### src/rtl/aes_pkg.sv
// Shared AES-128 key-schedule types and constants: state enum, round/width constants,
// initial round constant and the GF(2^8) xtime helper.
package aes_pkg;

    localparam int unsigned AES_NR    = 10;
    localparam int unsigned AES_RK_W  = 128;
    localparam logic [7:0]  RCON_INIT = 8'h01;

    typedef enum logic [1:0] {
        StIdle,
        StExpand,
        StReady,
        StStream
    } key_state_e;

    // Multiply by x in GF(2^8) modulo the AES polynomial.
    function automatic logic [7:0] xtime(input logic [7:0] b);
        return {b[6:0], 1'b0} ^ (b[7] ? 8'h1b : 8'h00);
    endfunction

endpackage

### src/rtl/aes_rk_buffer.sv
// Round-key register file: one write port, one combinational read port.
// With AES_KEY_ZEROIZE_EN defined, a synchronous active-low reset clears every entry.
module aes_rk_buffer
    import aes_pkg::*;
#(
    parameter int unsigned DEPTH = AES_NR + 1,
    parameter int unsigned W     = AES_RK_W,
    parameter int unsigned AW    = $clog2(DEPTH)
) (
    input  logic          clk,
`ifdef AES_KEY_ZEROIZE_EN
    input  logic          reset,
`endif
    input  logic          we,
    input  logic [AW-1:0] waddr,
    input  logic [W-1:0]  wdata,
    input  logic [AW-1:0] raddr,
    output logic [W-1:0]  rdata
);

    logic [W-1:0] mem [DEPTH];

    always_ff @(posedge clk) begin
`ifdef AES_KEY_ZEROIZE_EN
        if (!reset) begin
            for (int i = 0; i < int'(DEPTH); i++) begin
                mem[i] <= '0;
            end
        end else
`endif
        if (we) begin
            mem[waddr] <= wdata;
        end
    end

    assign rdata = mem[raddr];

endmodule

### src/rtl/aes_key_sched_ctrl.sv
// AES-128 round-key sequencer: drives an external step unit to expand a cipher key into
// NR+1 stored round keys, then streams them forward or reverse. Option: AES_KEY_ZEROIZE_EN.
module aes_key_sched_ctrl
    import aes_pkg::*;
#(
    parameter int unsigned NR = AES_NR
) (
    input  logic                clk,
    input  logic                reset,
    input  logic                key_load,
    input  logic [AES_RK_W-1:0] key_in,
    output logic                key_busy,
    output logic                key_ready,
    output logic [AES_RK_W-1:0] exp_key_out,
    output logic [7:0]          exp_rcon,
    input  logic [AES_RK_W-1:0] exp_key_in,
    input  logic                rk_start,
    input  logic                rk_dir,
    output logic                rk_valid,
    input  logic                rk_ready,
    output logic [AES_RK_W-1:0] rk_data,
    output logic [3:0]          rk_index,
    output logic                rk_last
);

    localparam logic [3:0] LAST_IDX = 4'(NR);

    key_state_e          state;
    logic [AES_RK_W-1:0] cur;
    logic [7:0]          rcon;
    logic [3:0]          cnt;
    logic [3:0]          idx;
    logic                dir;

    logic                load_acc;
    logic                expanding;
    logic [3:0]          idx_nxt;
    logic [3:0]          idx_term;
    logic                buf_we;
    logic [3:0]          buf_waddr;
    logic [AES_RK_W-1:0] buf_wdata;
    logic [AES_RK_W-1:0] buf_rdata;

    assign load_acc  = key_load && (state == StIdle || state == StReady);
    assign expanding = (state == StExpand);
    assign idx_nxt   = dir ? idx - 4'd1 : idx + 4'd1;
    assign idx_term  = dir ? 4'd0 : LAST_IDX;

    // Entry 0 is the cipher key itself; entries 1..NR come from the step unit.
    always_comb begin
        buf_we    = 1'b0;
        buf_waddr = cnt;
        buf_wdata = exp_key_in;
        if (reset && load_acc) begin
            buf_we    = 1'b1;
            buf_waddr = 4'd0;
            buf_wdata = key_in;
        end else if (reset && expanding) begin
            buf_we = 1'b1;
        end
    end

    always_ff @(posedge clk) begin
        if (!reset) begin
            state     <= StIdle;
            key_busy  <= 1'b0;
            key_ready <= 1'b0;
            rk_valid  <= 1'b0;
            rk_last   <= 1'b0;
            idx       <= 4'd0;
            rcon      <= 8'h00;
            cnt       <= 4'd0;
            dir       <= 1'b0;
        end else begin
            unique case (state)
                StIdle, StReady: begin
                    if (key_load) begin
                        cnt       <= 4'd1;
                        rcon      <= RCON_INIT;
                        key_busy  <= 1'b1;
                        key_ready <= 1'b0;
                        state     <= StExpand;
                    end else if (state == StReady && rk_start) begin
                        idx      <= rk_dir ? LAST_IDX : 4'd0;
                        dir      <= rk_dir;
                        rk_valid <= 1'b1;
                        rk_last  <= 1'b0;
                        state    <= StStream;
                    end
                end
                StExpand: begin
                    rcon <= xtime(rcon);
                    cnt  <= cnt + 4'd1;
                    if (cnt == LAST_IDX) begin
                        key_busy  <= 1'b0;
                        key_ready <= 1'b1;
                        state     <= StReady;
                    end
                end
                StStream: begin
                    if (rk_ready) begin
                        if (rk_last) begin
                            rk_valid <= 1'b0;
                            rk_last  <= 1'b0;
                            state    <= StReady;
                        end else begin
                            idx     <= idx_nxt;
                            rk_last <= (idx_nxt == idx_term);
                        end
                    end
                end
                default: state <= StIdle;
            endcase
        end
    end

    always_ff @(posedge clk) begin
`ifdef AES_KEY_ZEROIZE_EN
        if (!reset) begin
            cur <= '0;
        end else
`endif
        if (load_acc) begin
            cur <= key_in;
        end else if (expanding) begin
            cur <= exp_key_in;
        end
    end

    aes_rk_buffer #(
        .DEPTH (NR + 1),
        .W     (AES_RK_W),
        .AW    (4)
    ) u_rk_buffer (
        .clk   (clk),
`ifdef AES_KEY_ZEROIZE_EN
        .reset (reset),
`endif
        .we    (buf_we),
        .waddr (buf_waddr),
        .wdata (buf_wdata),
        .raddr (idx),
        .rdata (buf_rdata)
    );

    assign exp_key_out = cur;
    assign exp_rcon    = rcon;
    assign rk_index    = idx;

`ifdef AES_KEY_ZEROIZE_EN
    assign rk_data = rk_valid ? buf_rdata : '0;
`else
    assign rk_data = buf_rdata;
`endif

endmodule

### config.mk
export PLATFORM = sky130hd
export DESIGN_NAME = aes_key_sched_ctrl
export DESIGN_NICKNAME = d
export VERILOG_FILES = /design/src/rtl/aes_pkg.sv /design/src/rtl/aes_rk_buffer.sv /design/src/rtl/aes_key_sched_ctrl.sv
export SDC_FILE = /design/constraint.sdc
export NUM_CORES = 2
export LEC_CHECK = 0
export CORE_ASPECT_RATIO = 0.6
export CORE_MARGIN = 8
export CORE_UTILIZATION = 45
export DETAILED_ROUTE_END_ITERATION = 10
export PLACE_DENSITY_LB_ADDON = 0.3
export SLEW_MARGIN = 0
export SYNTH_ARGS = -nofsm -noshare
export SYNTH_HDL_FRONTEND = slang
export SYNTH_HIERARCHICAL = 1
export SYNTH_SLANG_ARGS = --single-unit
### constraint.sdc
create_clock -name clk -period 14.6 [get_ports clk]
set_input_delay 1.46 -clock clk [delete_from_list [all_inputs] [get_ports clk]]
set_output_delay 1.46 -clock clk [all_outputs]
set_load 0.005 [all_outputs]
# Yosys cells after proc, flatten, opt, wreduce, memory -nomap -nowiden
# Memory sizes are Yosys's and may differ from the RTL's. A register that Yosys moved wholly into a read port is not among the register bits.
# Index checks and enable logic that the tools add are counted.
# Widths: inputs -> output; s select.
# op_classes
n_reduce_logical	17
add_sub_neg	3
bitwise	2
eq_ne	13
n_mux	45
# ops
operator	n
$mux 128	3
$mux 4	11
$mux 1	16
$pmux 4 s2	2
$pmux 8 s2	1
$ne 2x2->1 const B	6
$mux 2	5
$reduce_and 5->1	2
$add 4x1->4 const B	2
$mux 8	1
$pmux 1 s2	4
$reduce_and 4->1	2
$xor 8x5->8	1
$pmux 2 s3	1
$reduce_and 3->1	2
$reduce_bool 2->1	3
$mux 5	1
$eq 2x2->1 const B	2
$eq 4x4->1	1
$eq 4x4->1 const B	1
$logic_and 1x1->1	4
$sub 4x1->4 const B	1
$ne 3x3->1 const B	1
$eq 2x1->1 const B	1
other kinds (6)	6
# word_totals
in_bits	262
ram_bits	1408
n_memories	1
register_bits	151
output_inout_bits	272
# memory_table
name	words	word_bits	read_ports	rd_clocked_by_memory_dff	write_ports	line_no	text
u_rk_buffer.mem	11	128	1	1	1	aes_rk_buffer.sv:21	logic [W-1:0] mem [DEPTH];

# Depth between registers and ports, before layout
# depth
ltp_word	7
ltp_mapped	8
ltp_nobuf	6

# By module
# The synthesis kept the hierarchy.
# modules_own_cells
module	instances	cells_each	seq_area_each_um2	area_each_um2
aes_rk_buffer	1	2893	42280.6	54949.0
aes_key_sched_ctrl	1	816	4304.1	8535.7

# Least setup slack after synthesis
# OpenSTA, ideal clock, no wires.
# synth_path
kind	input to register
from	in key_load
to	mem u_rk_buffer/mem[0][0] in the netlist's numbering (enable)
t_arrival_ns	12.633
stages	7
path_slack_ns	1.195
setup_ns	0.772
path_cell_list	nor2b_1 buf_4 nor2_2 inv_2 and2_1 or3b_2 nor3_1
# synth_via
elab_chain_len	5
# synth_lines
element	line_no	text
start: declaration	aes_key_sched_ctrl.sv:10	input logic key_load,
$logic_and 1x1->1	aes_key_sched_ctrl.sv:44	assign load_acc = key_load && (state == StIdle || state == StReady);
$logic_and 1x1->1	aes_key_sched_ctrl.sv:54	if (reset && load_acc) begin
$mux 1	aes_key_sched_ctrl.sv:54	
net buf_we	aes_key_sched_ctrl.sv:39	logic buf_we;
$mux 1	aes_rk_buffer.sv:31	if (we) begin
$mux 1 (implied by the code)	aes_rk_buffer.sv:32	mem[waddr] <= wdata;
end: declaration	aes_rk_buffer.sv:21	
# The timed path passes the listed nets, and every way through them passes these cells.

==> metrics.yaml <==
drt-total-wl_um: 160000
cts_tree: "built"
switchingPower_uw: 2000
reg2reg_from: "state[0]"
post_cts_buffers: 0
io-pin-count: 534
core_um2: 140000
power_frac_seq: 0.539
cp_slowest_cell: "nand2b_4"
hp-start: "key_ready"
p_int_uw: 7400
root_buffer: "clkbuf_16"
grt_pass1_vias: 35000
synth_warnings: 6
hold_path.class: "reg -> reg"
ctsHoldBuffers: 0
dieWidth_um: 501
cp_top_family: "buffers and inverters"
seq_area_frac_synth: 0.734
path_clk_slew_ns: 0.06
drtIter0Drc: 3008
viasPerCell: 5.54
timing.slew.headroom: 0.189
p_sw_frac: 0.213
synth_nets: 3976
rows: 106
rsz0062_at_grt: "no"
initial_utilization: 0.455
crit_path_end_kind: "output port"
cts_made_buffers: 146
synth_async_sr_flop_share: 0
dp_hpwl_um: 86300
critical_path_class: "reg -> out"
dieArea_um2: 154000
synth_ff_type: "edfxtp_1"
grt_max_degree: 150
power_leakage_uw: 0.0244
crit_start: "rk_index[1]"
path_cells: "nand2b_4, buf_4, buf_4, o22ai_1, o31ai_1, clkdlybuf4s50_1"
crit_fanout: 57
setup_tns_ns: 0
worst-slew-pin-transition_ns: 1.22
slowest_delay_ns: 0.90
syn2layout_area_growth_pct: 18.6
ctsLongestPathBuffers: 3
grt_pass1_wl_um: 235000
outcome: "finished, final reports clean"
power.density_nw_per_um2: 125
htreeDepth: 4
post-route-period-util: 0.484
clk_latency_ns: 0.76
final_util: 0.539
gp_congestion: 0.731
drive_gt1_frac: 0.187
wire_per_inst_um: 25.6
vias: 34500
fin_nets: 4482
synthCells: 3709
holdWs_ns: 0.482
ant_nets: 0
layout_setup_ws_ns: 7.53
setup_violations: 0
multi_input_area_um2: 15700
arrival_ns: 5.61
io_buffers: 533
ir_worst_vdd_mv: 0.0864
antenna_found_initial: 3
slew_viol_final: 0
cp_common_cell: "buf_4"
skew_ns: 0.0295
seq_area_um2: 46600
drv_cap: 0
cts_resized: 0
fp.dieH_um: 307
grt_usage: 0.201
synth_area_leaders: "edfxtp_1, mux2_2, mux2i_1"
fillerInstances: 10900
drcViolationCount: 0
pre_cts_ws_ns: 7.70
fmax_ghz: 0.141
synth_cell_types: 48
period_minus_slack_ns: 7.07
grt_overflow: 0
finalHoldViolations: 0
ys_ff_latch: 1559
layout_commonest_cell: "edfxtp_1"
drt_pass1_iterations: 8
comb_power_share: 0.056
yosysTopAreaCell: "edfxtp_1"
cts.sinks: 1559
avgSynthCellArea_um2: 17.1
critPathBufInv: 3
synth.cell_area_um2: 63500
synth.top_cell.area_share: 0.727
p_clk_frac: 0.405
synth_edf_count: 1536
layout_common_cells: "edfxtp_1, clkdlybuf4s50_1, mux2_2, nand2_1, mux2i_1"
cp.required_ns: 13.14
startpoint_type: "flop"
==> synth_stat cells, types with 6 or more instances <==
master / number
o211ai_1: 128
nor2_1: 13
buf_6: 34
nand3_1: 6
buf_2: 44
clkbuf_1: 107
a22o_1: 128
o31ai_1: 130
mux2_2: 426
buf_1: 8
mux2_4: 87
edfxtp_1: 1536
nand2_1: 394
mux2i_1: 260
a22oi_1: 8
nor2b_1: 16
o22ai_1: 128
buf_4: 41
dfxtp_1: 23
a21oi_1: 6
nand2b_1: 133
==> layer usage <==
layer,wire [um],vias to the layer above,global-route usage,part of all wire
met5,0,-,0,0
li1,-,15600,-,-
met3,9110,145,0.0391,0.057
met4,2220,0,0.0427,0.014
met2,76200,944,0.328,0.48
met1,72100,17800,0.283,0.45
==> path summary, 6_finish.rpt <==
check / to / slack [ns] / cells after the start
worst max-delay path: rk_data[85] / 7.53 / 6
worst min register to register: key_ready / 0.48 / 2
worst max register to register: u_rk_buffer/mem[3][125] / 9.28 / 9
worst min-delay path: key_ready / 0.48 / 2
==> per-stage QoR <==
step	instance area (um2)	power, uW	std cells
2_1_floorplan	63500	5390	3709
3_3_place_gp	70500	5680	5957
3_5_place_dp	70500	5700	5957
4_1_cts	75300	9480	6223
5_1_grt	75300	9690	6224
6_report	75300	9390	6226
==> power groups by stage <==
| stage | logic (uW) | registers (uW) | clock network, uW |
|---|---|---|---|
| 2_1_floorplan | 213 | 5170 | 0 |
| 3_3_place_gp | 526 | 5160 | 0 |
| 3_5_place_dp | 534 | 5160 | 0 |
| 4_1_cts | 537 | 5060 | 3880 |
| 5_1_grt | 570 | 5070 | 4050 |
| 6_report | 526 | 5060 | 3800 |
==> tightest hold or removal path, cell delays in order, from the launching register on <==
cell,delay (ns)
dfxtp_1,0.31
nand2_1,0.05
a21boi_0,0.07
==> kinds of logic (layout without fill, tap and decap cells) <==
kind of cell    after synthesis  in the layout  synth area share
flops                      1559           1559             0.734
compound gates              540            540            0.0636
mux                         773            773             0.137
buf+inv                     239            863            0.0216
other cells                   0              3                 0
simple gates                585            585            0.0416
fa+ha+maj                     5              5           0.00110
xor+xnor                      8              8           0.00110
==> cell type report <==
type | count | share of cell area
Antenna cell | 3 | 0.0000997
Clock buffer | 169 | 0.0503
Clock inverter | 97 | 0.0128
Inverter | 4 | 0.000266
Multi-Input combinational cell | 1911 | 0.208
Sequential cell | 1559 | 0.619
Tap cell | 1890 | 0.0314
Timing Repair Buffer | 593 | 0.0780
==> flip-flops by register name, indices dropped and copies added, names as in the netlist <==
| signal | cells |
|---|---|
| cnt | 4 |
| dir | 1 |
| exp_key_out | 128 |
| exp_rcon | 8 |
| key_busy | 1 |
| key_ready | 1 |
| rk_index | 4 |
| rk_last | 1 |
| rk_valid | 1 |
| state | 2 |
| u_rk_buffer/mem | 1408 |
Note: power is estimated with default switching activity, not from simulation.
